### src/rtl/div_iter_pkg.sv
// Shared definitions for the iterative restoring divider: FSM state encoding,
// default operand width and the divide-by-zero quotient pattern.
package div_iter_pkg;

   localparam int W_DEF = 32;

   // Quotient returned on divide-by-zero, truncated to the operand width by users.
   localparam logic [63:0] DZ_QUO = '1;

   typedef enum logic [1:0] {
      IDLE = 2'd0,
      RUN  = 2'd1,
      FIX  = 2'd2,
      DONE = 2'd3
   } state_t;

endpackage

### src/rtl/div_iter_sub33.sv
// N-bit ripple subtractor a - b: inverted subtrahend with carry-in 1, returning
// the low N-1 difference bits and the sign (MSB) of the full result.
module div_sub33 #(
   parameter int N = 33
) (
   input  logic [N-1:0] a,
   input  logic [N-1:0] b,
   output logic [N-2:0] diff,
   output logic         sign
);

   logic [N-1:0] c;
   logic [N-1:0] bn;

   assign c[0] = 1'b1;
   assign bn   = ~b;

   for (genvar i = 0; i < N - 1; i++) begin : g_cell
      assign diff[i]  = a[i] ^ bn[i] ^ c[i];
      assign c[i + 1] = (a[i] & bn[i]) | (c[i] & (a[i] ^ bn[i]));
   end

   assign sign = a[N-1] ^ bn[N-1] ^ c[N-1];

endmodule

### src/rtl/div_iter.sv
// Iterative restoring divider producing quotient (lo) and remainder (hi), one
// quotient bit per cycle. Signed DIV support is compiled in with DIV_SIGNED_EN.
module div_iter
   import div_iter_pkg::*;
#(
   parameter int W = W_DEF
) (
   input  logic         clk,
   input  logic         rst,
   input  logic         start,
   input  logic         sgn,
   input  logic [W-1:0] dividend,
   input  logic [W-1:0] divisor,
   output logic         busy,
   output logic         done,
   output logic         dz,
   output logic [W-1:0] lo,
   output logic [W-1:0] hi
);

   localparam int CW = $clog2(W);

`ifdef DIV_SIGNED_EN
   localparam bit SIGNED_EN = 1'b1;
`else
   localparam bit SIGNED_EN = 1'b0;
`endif

   state_t         state, state_nx;
   logic [CW-1:0]  cnt;
   logic [W-1:0]   rem, quo, dvs_mag, dvd_raw;
   logic           neg_q, neg_r;
   logic           load, sgn_eff, dvd_neg, dvs_neg;
   logic [W-1:0]   trial;
   logic           trial_neg;

   assign load    = start && (state == IDLE || state == DONE);
   assign sgn_eff = SIGNED_EN & sgn;
   assign dvd_neg = sgn_eff & dividend[W-1];
   assign dvs_neg = sgn_eff & divisor[W-1];

   // Trial subtraction of the shifted partial remainder, W+1 bits wide.
   div_sub33 #(.N(W + 1)) u_sub (
      .a    ({rem, quo[W-1]}),
      .b    ({1'b0, dvs_mag}),
      .diff (trial),
      .sign (trial_neg)
   );

   always_ff @(posedge clk or posedge rst) begin
      if (rst) state <= IDLE;
      else     state <= state_nx;
   end

   always_comb begin
      state_nx = state;
      case (state)
         IDLE:    if (start) state_nx = RUN;
         RUN:     if (cnt == '0) state_nx = FIX;
         FIX:     state_nx = DONE;
         DONE:    state_nx = start ? RUN : IDLE;
         default: state_nx = IDLE;
      endcase
   end

   always_comb begin
      busy = (state == RUN) || (state == FIX);
      done = (state == DONE);
   end

   always_ff @(posedge clk or posedge rst) begin
      if (rst) begin
         cnt     <= '0;
         rem     <= '0;
         quo     <= '0;
         dvs_mag <= '0;
         dvd_raw <= '0;
         neg_q   <= 1'b0;
         neg_r   <= 1'b0;
         dz      <= 1'b0;
         lo      <= '0;
         hi      <= '0;
      end else if (load) begin
         cnt     <= CW'(W - 1);
         rem     <= '0;
         quo     <= dvd_neg ? -dividend : dividend;
         dvs_mag <= dvs_neg ? -divisor : divisor;
         dvd_raw <= dividend;
         neg_q   <= dvd_neg ^ dvs_neg;
         neg_r   <= dvd_neg;
      end else if (state == RUN) begin
         cnt <= cnt - 1'b1;
         rem <= trial_neg ? {rem[W-2:0], quo[W-1]} : trial;
         quo <= {quo[W-2:0], ~trial_neg};
      end else if (state == FIX) begin
         // A zero divisor bypasses sign correction and reports the raw dividend.
         dz <= (dvs_mag == '0);
         if (dvs_mag == '0) begin
            lo <= W'(DZ_QUO);
            hi <= dvd_raw;
         end else begin
            lo <= neg_q ? -quo : quo;
            hi <= neg_r ? -rem : rem;
         end
      end
   end

endmodule

### config.mk
export PLATFORM = sky130hd
export DESIGN_NAME = div_iter
export DESIGN_NICKNAME = d
export VERILOG_FILES = /design/src/rtl/div_iter_pkg.sv /design/src/rtl/div_iter_sub33.sv /design/src/rtl/div_iter.sv
export SDC_FILE = /design/constraint.sdc
export NUM_CORES = 1
export LEC_CHECK = 0
export BUFFER_PORTS_ARGS = -buffer_cell sky130_fd_sc_hd__buf_2
export CORE_MARGIN = 2
export CORE_UTILIZATION = 42
export DETAILED_ROUTE_END_ITERATION = 10
export SLEW_MARGIN = 20
export SYNTH_ARGS = -nofsm -noshare
export SYNTH_HDL_FRONTEND = slang
export SYNTH_SLANG_ARGS = --single-unit
### constraint.sdc
create_clock -name clk -period 29.8 [get_ports clk]
set_input_delay 1.49 -clock clk [delete_from_list [all_inputs] [get_ports clk]]
set_output_delay 1.49 -clock clk [all_outputs]
set_load 0.05 [all_outputs]
Word-level counts from Yosys, hierarchy flattened --
Cells that the tools add are included.
Storage, ports and cells: register bits 200, latch bits 0, memory bits (writable) 0, ROM bits 0, input bits 68, output and inout port bits 67, logic and storage cells 202, memories 0
Cells by class: $add $sub $neg 1, $mul 0, div/mod/pow operators 0, magnitude comparators 0, eq/ne operators 5, shift-type cells 0, multiplexer cells 13, bitwise operators 165, reduce and logical (&&, ||, !) cells 9
Operators with widths (number):
- $mux W32 | 7
- $xor A1 B1 Y1 | 65
- $and A1 B1 Y1 | 63
- $not A32 Y33 | 1
- $logic_not A32 Y1 | 1
- $or A1 B1 Y1 | 32
- $mux W5 | 2
- $pmux W2 S4 | 1
- $logic_not A5 Y1 | 1
- $sub A5 B1 Y5 const B | 1
- $eq A2 B2 Y1 const B | 2
- $mux W2 | 2
- $ne A2 B2 Y1 const B | 2
- $not A1 Y1 | 4
- $reduce_and A3 Y1 | 1
- $eq A2 B1 Y1 const B | 1
- $logic_not A2 Y1 | 1
- $logic_or A1 B1 Y1 | 2
- $reduce_and A2 Y1 | 1
- $reduce_bool A2 Y1 | 1
- $logic_and A1 B1 Y1 | 1
- $mux W1 | 1

Depth between registers and ports, before layout --
Gate-level depths: netlist of the first run.
depth in word-level cells 69, gate-level depth with buffers 39

Hierarchy --
From an unflattened synthesis of the first run, not the netlist that was laid out.
Unflattened totals: cells, all modules 998, area total of the unflattened synthesis 9618.0 um^2
Modules (own cells, without submodules):
- div_iter | instances 1, cells an instance 900, area each 8717.1 um^2, seq. area each 5004.8 um^2
- div_sub33 | instances 1, cells an instance 98, area each 900.9 um^2, seq. area each 0.0 um^2

Least setup slack after synthesis of the first run --
OpenSTA, ideal clock, no wires.
kind register to register, start point register quo[31], end point register rem[10], arrival time 12.955 ns, required time 29.664 ns, setup slack 16.708 ns, stages on the path, launching flop included 40, path buffers 1, clock period less this slack 13.092 ns, path through dfrtp_1 > inv_1 > ha_1 > fa_1 > fa_1 > fa_1 > fa_1 > fa_1 > fa_1 > fa_1 > fa_1 > fa_1 > fa_1 > fa_1 > fa_1 > fa_1 > fa_1 > fa_1 > [... 4 more ...] > fa_1 > fa_1 > fa_1 > fa_1 > fa_1 > fa_1 > fa_1 > fa_1 > fa_1 > fa_1 > fa_1 > inv_1 > fa_1 > xor2_2 > buf_2 > nand2_1 > o211ai_1 > a21oi_1
On the way: word-level cells in the longest chain between the ends 68
RTL lines:
- start: declaration | line div_iter.sv:31 | logic [W-1:0] rem, quo, dvs_mag, dvd_raw;
- start signal: assignment | line div_iter.sv:86 | quo <= dvd_neg ? -dividend : dividend;
- start signal: assignment | line div_iter.sv:94 | quo <= {quo[W-2:0], ~trial_neg};
- $and A1 B1 Y1 or $xor A1 B1 Y1 (tied branches) | line div_iter_sub33.sv:20 | assign c[i + 1] = (a[i] & bn[i]) | (c[i] & (a[i] ^ bn[i]));
- $or A1 B1 Y1 * | line div_iter_sub33.sv:20
- $and A1 B1 Y1 * | line div_iter_sub33.sv:20
- $or A1 B1 Y1 * | line div_iter_sub33.sv:20
- $and A1 B1 Y1 * | line div_iter_sub33.sv:20
- $or A1 B1 Y1 * | line div_iter_sub33.sv:20
- $and A1 B1 Y1 * | line div_iter_sub33.sv:20
- $or A1 B1 Y1 * | line div_iter_sub33.sv:20
- [... 52 more ...]
- $and A1 B1 Y1 | line div_iter_sub33.sv:20
- $or A1 B1 Y1 | line div_iter_sub33.sv:20
- $and A1 B1 Y1 | line div_iter_sub33.sv:20
- $or A1 B1 Y1 | line div_iter_sub33.sv:20
- $xor A1 B1 Y1 | line div_iter_sub33.sv:23 | assign sign = a[N-1] ^ bn[N-1] ^ c[N-1];
- $mux W32 * | line div_iter.sv:93 | rem <= trial_neg ? {rem[W-2:0], quo[W-1]} : trial;
- $mux W32 * | line div_iter.sv:91 | end else if (state == RUN) begin
- $mux W32 * | line div_iter.sv:83 | end else if (load) begin
- end signal: assignment | line div_iter.sv:93
- end: declaration | line div_iter.sv:31
Every way passes the cells marked *; elsewhere a longest branch is shown, timed or not. The select of a mux whose other input is x is not followed. A chain may end at the register's enable or synchronous reset.

Worst setup path after layout of the first run --
start point register quo[31], end point register rem[1]
On the way: word-level cells in the longest chain between the ends 68
RTL lines (line):
- $and A1 B1 Y1 or $xor A1 B1 Y1 (tied branches) | div_iter_sub33.sv:20
- $or A1 B1 Y1 * | div_iter_sub33.sv:20
- $and A1 B1 Y1 | div_iter_sub33.sv:20
- $or A1 B1 Y1 | div_iter_sub33.sv:20
- $and A1 B1 Y1 | div_iter_sub33.sv:20
- $or A1 B1 Y1 | div_iter_sub33.sv:20
- $and A1 B1 Y1 | div_iter_sub33.sv:20
- $or A1 B1 Y1 | div_iter_sub33.sv:20
- [... 52 more ...]
- $and A1 B1 Y1 | div_iter_sub33.sv:20
- $or A1 B1 Y1 | div_iter_sub33.sv:20
- $and A1 B1 Y1 | div_iter_sub33.sv:20
- $or A1 B1 Y1 | div_iter_sub33.sv:20
- $xor A1 B1 Y1 | div_iter_sub33.sv:23
- $mux W32 * | div_iter.sv:93
- $mux W32 * | div_iter.sv:91
- $mux W32 * | div_iter.sv:83
Marks and branches as above.

==> impl_metrics.yaml, run 1 <==
sta:
  slew_violations: 0
  fin_crit_ns: 14.23
  setup_ws_ns: 15.57
  tightest_slew_ns: 0.9394
  min_period_over_period_pct: 47.75
  grt_setup_unrepaired: "no"
  slew_headroom_pct: 37.37
  final.setup.tns_ns: 0
  fmax_mhz: 70.27
  fin_skew_ns: 0.01770
  hold_viol: 0
  setup_viol_count_final: 0
floorplanning:
  die_h_um: 154
  core-area_um2: 21960
  io_pins: 135
  fp.dieW_um: 154
  rows: 54
  dieArea_um2: 23720
  start_util_pct: 43.04
global_route:
  antenna_found_initial: 0
  grt_max_degree: 132
  first_global_vias: 7392
  grt.total_usage_pct: 20.08
  grt_pass1_wl_um: 38190
  overflow: 0
final_layout:
  final_cell_mix: "nand2_1 (231), dfrtp_1 (200), buf_2 (133), nor2_1 (97), o21ai_0 (68)"
  area_growth_pct: 15.00
  final_nets: 1195
  antennaDiodeCount: 0
  drive_above_1_share_pct: 16.71
  final_common_cell: "nand2_1"
  instances_no_fill: 1381
  fin_area_um2: 10870
  fillers: 2136
  multiInputGateArea_um2: 3998
  regArea_um2: 5005
status:
  status: "finished, final reports clean"
power:
  p_switching_uw: 704.5
  internal_power_uw: 773.9
  p_leak_uw: 0.004942
  power_frac_comb_pct: 49.5
  power_density_nw_per_um2: 136.0
  vdd_drop_max_mv: 0.1026
  sw_frac_of_total_pct: 47.65
  seqPwrFrac_pct: 34.0
  clockPowerShare_pct: 16.4
setup_path:
  crit_type: "reg2reg"
  cp_max_fo: 64
  cpMaxStageDelayCell: "buf_4"
  cpPeakStageDelay_ns: 0.53
  cp_data_arrival_time_ns: 14.50
  crit_required_ns: 30.07
  path_buf_inv: 3
  path_delay_family: "adder cells"
  startpoint_type: "flop"
  end_kind: "flop"
  startpoint: "quo[31]"
  cp_common_cell: "fa_1"
  r2r-start: "quo[31]"
placement:
  io_buffer_count: 133
  gp_congestion: 0.7901
  dp_hpwl_um: 14990
  place_area_um2: 10250
  dp.cells: 1349
  pre_cts_ws_ns: 15.68
clocking:
  cts_buffers: 17
  max-clock-path-buffers: 2
  post-cts-setup-buffer-count: 0
  cts_resized: 0
  clk_latency_ns: 0.43
  cts_max_level: 4
  postCtsHoldBufs: 0
  cts_num_sinks: 200
  cts_tree: "done"
  cts_root_buf: "clkbuf_16"
  clkSlewWorstSetupHoldPaths_ns: 0.07
synthesis:
  synth.net_count: 1101
  synthCells: 994
  yosysWarningCount: 0
  synth_cell_types: 34
  synth_seq_cells: 200
  synth_compound_area_share_pct: 11.86
  yosys.area_share.simple_pct: 18.35
  synth_top_family_by_area: "simple AND/OR/NAND/NOR gates"
  seq_area_frac_synth_pct: 52.96
  synth_xor_area_share_pct: 0.5428
  synth.avg_cell_area_um2: 9.507
  synthAdderAreaFrac_pct: 7.626
  synthesis.area_um2: 9450
  synthMuxAreaShare_pct: 3.495
routing:
  route.detailed.drc: 0
  avgViaCountPerCell: 5.205
  vias: 7188
  drt_first_pass_iters: 4
  routed_wirelength_um: 22880
  wl_per_cell_um: 16.57
  drtIter0Drc: 309
  antenna_left: 0
min_path:
  hold_path.startpoint: "dvd_raw[7]"
  hold_class: "reg2reg"
job:
  cap_violations: 0
cells in the mapped netlist:
cell	count	area share (%)
nand2_1	231	9.2
dfrtp_1	200	53
nor2_1	97	3.9
o21ai_0	68	3.6
a21oi_1	62	3.3
inv_1	38	1.5
a31oi_1	34	2.3
mux2i_1	33	3.5
clkbuf_1	32	1.3
nand2b_1	32	2.1
nand3_1	32	1.7
fa_1	31	6.6
o211ai_1	31	2.5
buf_2	27	1.4
ha_1	8	1.1
nor4_1	8	0.53
buf_6	6	0.71
xnor2_1	3	0.28
and4_1	2	0.19
buf_1	2	0.079
buf_4	2	0.16
nand4_1	2	0.13
nor2b_1	2	0.13
a211oi_1	1	0.079
a21oi_2	1	0.093
nand2_2	1	0.066
nand3b_1	1	0.079
nor3_1	1	0.053
nor3b_2	1	0.13
nor4b_1	1	0.093
o22a_1	1	0.093
or4b_1	1	0.11
xor2_1	1	0.093
xor2_2	1	0.17
final cells by class:
| cell class | count | area share (%) |
|---|---|---|
| inverters | 38 | 1.382 |
| flip-flops and latches | 200 | 46.05 |
| well taps | 280 | 3.224 |
| multi-input cells | 687 | 36.78 |
| clock inverters | 15 | 1.761 |
| repair buffers | 144 | 6.885 |
| clock buffers | 17 | 3.914 |
layer usage:
metal	vias up	wire length [µm]	GRT usage, %
met5	-	0	0
met4	0	222	4.717
met3	14	911	3.861
met2	117	11510	34.64
met1	3576	10240	26.29
li1	3481	-	-
through the flow:
| step | util [%] | hold slack (ns) | total power (µW) |
|---|---|---|---|
| after floorplan | - | 0.4454 | 1067 |
| after detailed placement | 46.68 | 0.4622 | 1248 |
| after global routing | 49.49 | 0.5022 | 1608 |
| after CTS | 49.49 | 0.4786 | 1497 |
| final | 49.49 | 0.4777 | 1478 |
| after global placement | 46.68 | 0.4620 | 1228 |
sequential cells by signal, summed over array words and instances (netlist names):
register	count
rem	32
dvs_mag	32
hi	32
dvd_raw	32
dz	1
quo	32
state	2
cnt	5
lo	32
cells by family after synthesis:
| kind of cell | count (synthesis) |
|---|---|
| simple gates | 412 |
| flops | 200 |
| compound gates | 198 |
| buf+inv | 107 |
| fa+ha+maj | 39 |
| mux | 33 |
| xor+xnor | 5 |
worst min-delay path: stages, from the launching register on:
cell and delay, ns:
dfrtp_1 0.35, nand2_1 0.05, nand2_1 0.05
power groups by stage:
| stage | logic [µW] | registers (µW) | clock network, µW |
|---|---|---|---|
| 3_5_place_dp | 740 | 508 | 0 |
| 2_1_floorplan | 430 | 636 | 0 |
| 3_3_place_gp | 723 | 505 | 0 |
| 5_1_grt | 829 | 520 | 259 |
| 4_1_cts | 745 | 504 | 249 |
| 6_report | 732 | 503 | 243 |
final timing paths:
| kind | endpoint | slack, ns | cells past startpoint |
|---|---|---|---|
| max | rem[1] | 15.57 | 39 |
| min | dvd_raw[7] | 0.48 | 2 |
| max reg2reg | rem[1] | 15.57 | 39 |
| min reg2reg | dvd_raw[7] | 0.48 | 2 |
| max in group asynchronous | dvd_raw[16] | 27.02 | 3 |
| min in group asynchronous | dvs_mag[23] | 1.23 | 2 |
Note: power is estimated with default switching activity, not from simulation.
==> inputs of run 2 (changes only) <==
Clock period 29.8 ns to 14.9 ns, I/O delays scaled along.
==> impl_metrics.yaml, run 2 (synthesis gave the netlist of run 1 again) <==
clocking:
  cts_num_sinks: 200
  clkSlewWorstSetupHoldPaths_ns: 0.07
  cts_max_level: 4
  clk_latency_ns: 0.43
  cts_buffers: 17
  cts_root_buf: "clkbuf_16"
  cts_tree: "done"
  post-cts-setup-buffer-count: 0
  max-clock-path-buffers: 2
  cts_resized: 0
  postCtsHoldBufs: 0
final_layout:
  final_cell_mix: "nand2_1 (231), dfrtp_1 (200), buf_2 (133), nor2_1 (97), o21ai_0 (68)"
  final_common_cell: "nand2_1"
  area_growth_pct: 15.52
  final_nets: 1195
  postLayoutCoreUtil_pct: 49.72
  antennaDiodeCount: 0
  drive_above_1_share_pct: 16.55
status:
  status: "finished, final reports clean"
power:
  sw_frac_of_total_pct: 46.89
  power_density_nw_per_um2: 275.7
  seqPwrFrac_pct: 33.5
  power_frac_comb_pct: 49.4
  vdd_drop_max_mv: 0.1448
  clockPowerShare_pct: 17.1
  p_switching_uw: 1411
  internal_power_uw: 1599
  p_leak_uw: 0.004970
setup_path:
  crit_type: "reg2reg"
  end_kind: "flop"
  crit_required_ns: 15.16
  cp_data_arrival_time_ns: 14.50
  cpPeakStageDelay_ns: 0.48
  r2r_end: "rem[31]"
  cp_common_cell: "fa_1"
  cp_max_fo: 45
  r2r_slack_ns: 0.66
  r2r-start: "quo[31]"
  rr_worst_depth: 38
  cpMaxStageDelayCell: "xor2_4"
  startpoint_type: "flop"
sta:
  hold_viol: 0
  fin_crit_ns: 14.24
  min_period_over_period_pct: 95.57
  slew_violations: 0
  grt_setup_unrepaired: "no"
  fmax_mhz: 70.23
  fin_skew_ns: 0.01453
  setup_viol_count_final: 0
  final.setup.tns_ns: 0
  tightest_slew_ns: 0.9970
  slew_headroom_pct: 33.53
floorplanning:
  start_util_pct: 43.04
  io_pins: 135
  fp.dieW_um: 154
  dieArea_um2: 23720
  core-area_um2: 21960
  rows: 54
  die_h_um: 154
routing:
  avgViaCountPerCell: 5.266
  drt_first_pass_iters: 4
  routed_wirelength_um: 23200
  antenna_left: 0
  vias: 7267
  route.detailed.drc: 0
  wl_per_cell_um: 16.81
  drtIter0Drc: 437
global_route:
  antenna_found_initial: 0
  overflow: 0
  grt.total_usage_pct: 20.33
  grt_pass1_wl_um: 38510
  grt_max_degree: 137
  first_global_vias: 7367
min_path:
  hold_class: "in2async"
placement:
  gp_congestion: 0.7842
  io_buffer_count: 133
  dp_hpwl_um: 15100
job:
  cap_violations: 0
run 2: cell types whose count changed in the layout (fill, tap and decap cells not counted), sizes merged:
cell      previous run  this run
bufinv               3         5
clkbuf              17        20
clkinv               4         2
clkinvlp             4         2
inv                 42        40
run 2: how the worst max path moves through the flow:
| stage | start | end | slack [ns] | cells after the start |
|---|---|---|---|---|
| after floorplan | quo[31] | rem[10] | 1.81 | 39 |
| after global placement | quo[31] | rem[31] | 0.89 | 38 |
| after detailed placement | quo[31] | rem[31] | 0.82 | 38 |
| after CTS | quo[31] | rem[31] | 0.72 | 38 |
| after global routing | quo[31] | rem[17] | 0.18 | 39 |
| final | quo[31] | rem[31] | 0.66 | 38 |
run 2: cell type report:
type,count,area (µm²)
fill,2130,11040
timing repair buffer,144,764.5
multi-input combinational,687,3998
clock buffer,20,456.7
sequential,200,5005
inverter,38,150.1
tap,280,350.3
clock inverter,11,192.7
run 2: layer usage:
metal	global-route usage, %	wire length [µm]	part of all wire, %
met5	0	0	0
met3	3.241	720	3.1
met1	27.39	10660	46
met4	5.073	257	1.1
met2	34.55	11570	50
run 2: worst max-delay path: cells and delay by family, from the launching register on:
family,cells,cell delay (ns)
AOI/OAI and AO/OA,1,0.09
adders and majority gates,32,12.41
xor gates and xnor gates,1,0.48
buffers and inverters,3,0.45
muxes,1,0.21
DFF,1,0.42
run 2: per-stage QoR:
step	hold WS [ns]	setup WS, ns	power, µW	area (µm²)	std cells
2_1_floorplan	0.4454	1.808	2133	9450	994
3_3_place_gp	0.4591	0.8882	2474	10260	1349
3_5_place_dp	0.4628	0.8203	2515	10260	1349
4_1_cts	0.4792	0.7208	3040	10910	1380
5_1_grt	0.4859	0.1805	3267	10920	1380
6_report	0.4571	0.6603	3010	10920	1380
run 2: power groups by stage:
stage                     clock network [µW]  registers (µW)  logic [µW]
after global placement                     0            1010        1460
final                                    516            1010        1490
after floorplan                            0            1270         861
after global routing                     549            1040        1670
after detailed placement                   0            1020        1500
after CTS                                527            1010        1500
==> inputs of run 3 (changes only) <==
Settings changed: CELL_PAD_IN_SITES_DETAIL_PLACEMENT set to 0, CELL_PAD_IN_SITES_GLOBAL_PLACEMENT set to 1, PLACE_DENSITY_LB_ADDON set to 0.1.
==> impl_metrics.yaml, run 3 (synthesis gave the netlist of run 1 again) <==
power:
  power_density_nw_per_um2: 272.5
  vdd_drop_max_mv: 0.1515
  p_total_uw: 2971
  p_leak_uw: 0.004962
sta:
  min_period_over_period_pct: 95.79
  setup_viol_count_final: 0
  fmax_mhz: 70.06
  holdWs_ns: 0.4622
  slew_violations: 0
  fin_skew_ns: 0.01040
  grt_setup_unrepaired: "no"
  fin_crit_ns: 14.27
  final.setup.tns_ns: 0
  slew_headroom_pct: 32.83
  hold_viol: 0
  tightest_slew_ns: 1.007
placement:
  io_buffer_count: 133
  gp_congestion: 0.7423
  dp_hpwl_um: 14860
final_layout:
  final_cell_mix: "nand2_1 (231), dfrtp_1 (200), buf_2 (133), nor2_1 (97), o21ai_0 (68)"
  multiInputGateArea_um2: 3998
  area_growth_pct: 15.37
  drive_above_1_share_pct: 16.86
  postLayoutCoreUtil_pct: 49.65
  fillers: 2132
  final_common_cell: "nand2_1"
  final_nets: 1197
  regArea_um2: 5005
setup_path:
  end_kind: "flop"
  r2r-start: "quo[31]"
  cp_common_cell: "fa_1"
  cp_max_fo: 29
  r2r_slack_ns: 0.63
  startpoint: "quo[31]"
  path_buf_inv: 3
  cp_data_arrival_time_ns: 14.54
  cpPeakStageDelay_ns: 0.44
  startpoint_type: "flop"
  path_delay_family: "adder cells"
  crit_type: "reg2reg"
  crit_required_ns: 15.16
  cpMaxStageDelayCell: "xor2_4"
global_route:
  overflow: 0
  first_global_vias: 7078
  antenna_found_initial: 1
  grt_max_degree: 137
  grt.total_usage_pct: 19.92
  grt_pass1_wl_um: 37690
clocking:
  cts_root_buf: "clkbuf_16"
  clkSlewWorstSetupHoldPaths_ns: 0.07
  cts_num_sinks: 200
  post-cts-setup-buffer-count: 0
  cts_tree: "done"
  clk_latency_ns: 0.43
  cts_resized: 0
  max-clock-path-buffers: 2
  cts_buffers: 17
  postCtsHoldBufs: 0
  cts_max_level: 4
routing:
  drt_first_pass_iters: 4
  drtIter0Drc: 438
  vias: 7089
  antenna_left: 0
  wl_per_cell_um: 16.39
  routed_wirelength_um: 22680
  route.detailed.drc: 0
  avgViaCountPerCell: 5.122
floorplanning:
  fp.dieW_um: 154
  die_h_um: 154
  rows: 54
  start_util_pct: 43.04
  io_pins: 135
  core-area_um2: 21960
  dieArea_um2: 23720
job:
  cap_violations: 0
min_path:
  hold_class: "in2async"
status:
  status: "finished, final reports clean"
==> run 3: final cells by class <==
| type | count | share of cell area [%] |
|---|---|---|
| Timing Repair Buffer | 146 | 7.069 |
| Clock inverter | 14 | 1.721 |
| Antenna cell | 1 | 0.02295 |
| Multi-Input combinational cell | 687 | 36.66 |
| Sequential cell | 200 | 45.90 |
| Inverter | 38 | 1.377 |
| Clock buffer | 18 | 4.028 |
| Tap cell | 280 | 3.213 |
==> run 3: routing by layer <==
layer	global-route usage, %	part of all wire [%]	vias up
li1	-	-	3474
met1	27.85	47	3506
met2	32.80	49	101
met3	4.059	3.6	8
met4	3.338	0.61	0
met5	0	0	-
==> run 3: stage by stage <==
stage	worst slack [ns]	area [µm²]	cells
2_1_floorplan	1.808	9450	994
3_3_place_gp	0.7966	10260	1350
3_5_place_dp	0.6801	10260	1350
4_1_cts	0.5944	10890	1382
5_1_grt	0.1451	10900	1383
6_report	0.6274	10900	1384
==> run 3: worst paths after layout <==
kind	to	cells past startpoint
max in group asynchronous	dvd_raw[5]	3
setup / recovery	rem[31]	38
hold reg to reg	dvd_raw[31]	2
setup reg to reg	rem[31]	38
min in group clk	dvd_raw[31]	2
hold / removal	dvs_mag[22]	2
==> run 3: worst reg2reg max path, delay by kind of cell (launching register included) <==
family | cells | cell delay, ns
buf+inv | 3 | 0.54
xor+xnor | 1 | 0.44
flops | 1 | 0.39
mux | 1 | 0.23
fa+ha+maj | 32 | 12.45
compound gates | 1 | 0.08
==> run 3: power breakdown <==
part	leakage [µW]	total, µW	internal [µW]	switching, µW
registers	0.00241	1010	808	206
clock network	0.000298	495	274	221
logic	0.00225	1460	480	982
total	0.00496	2970	1560	1410
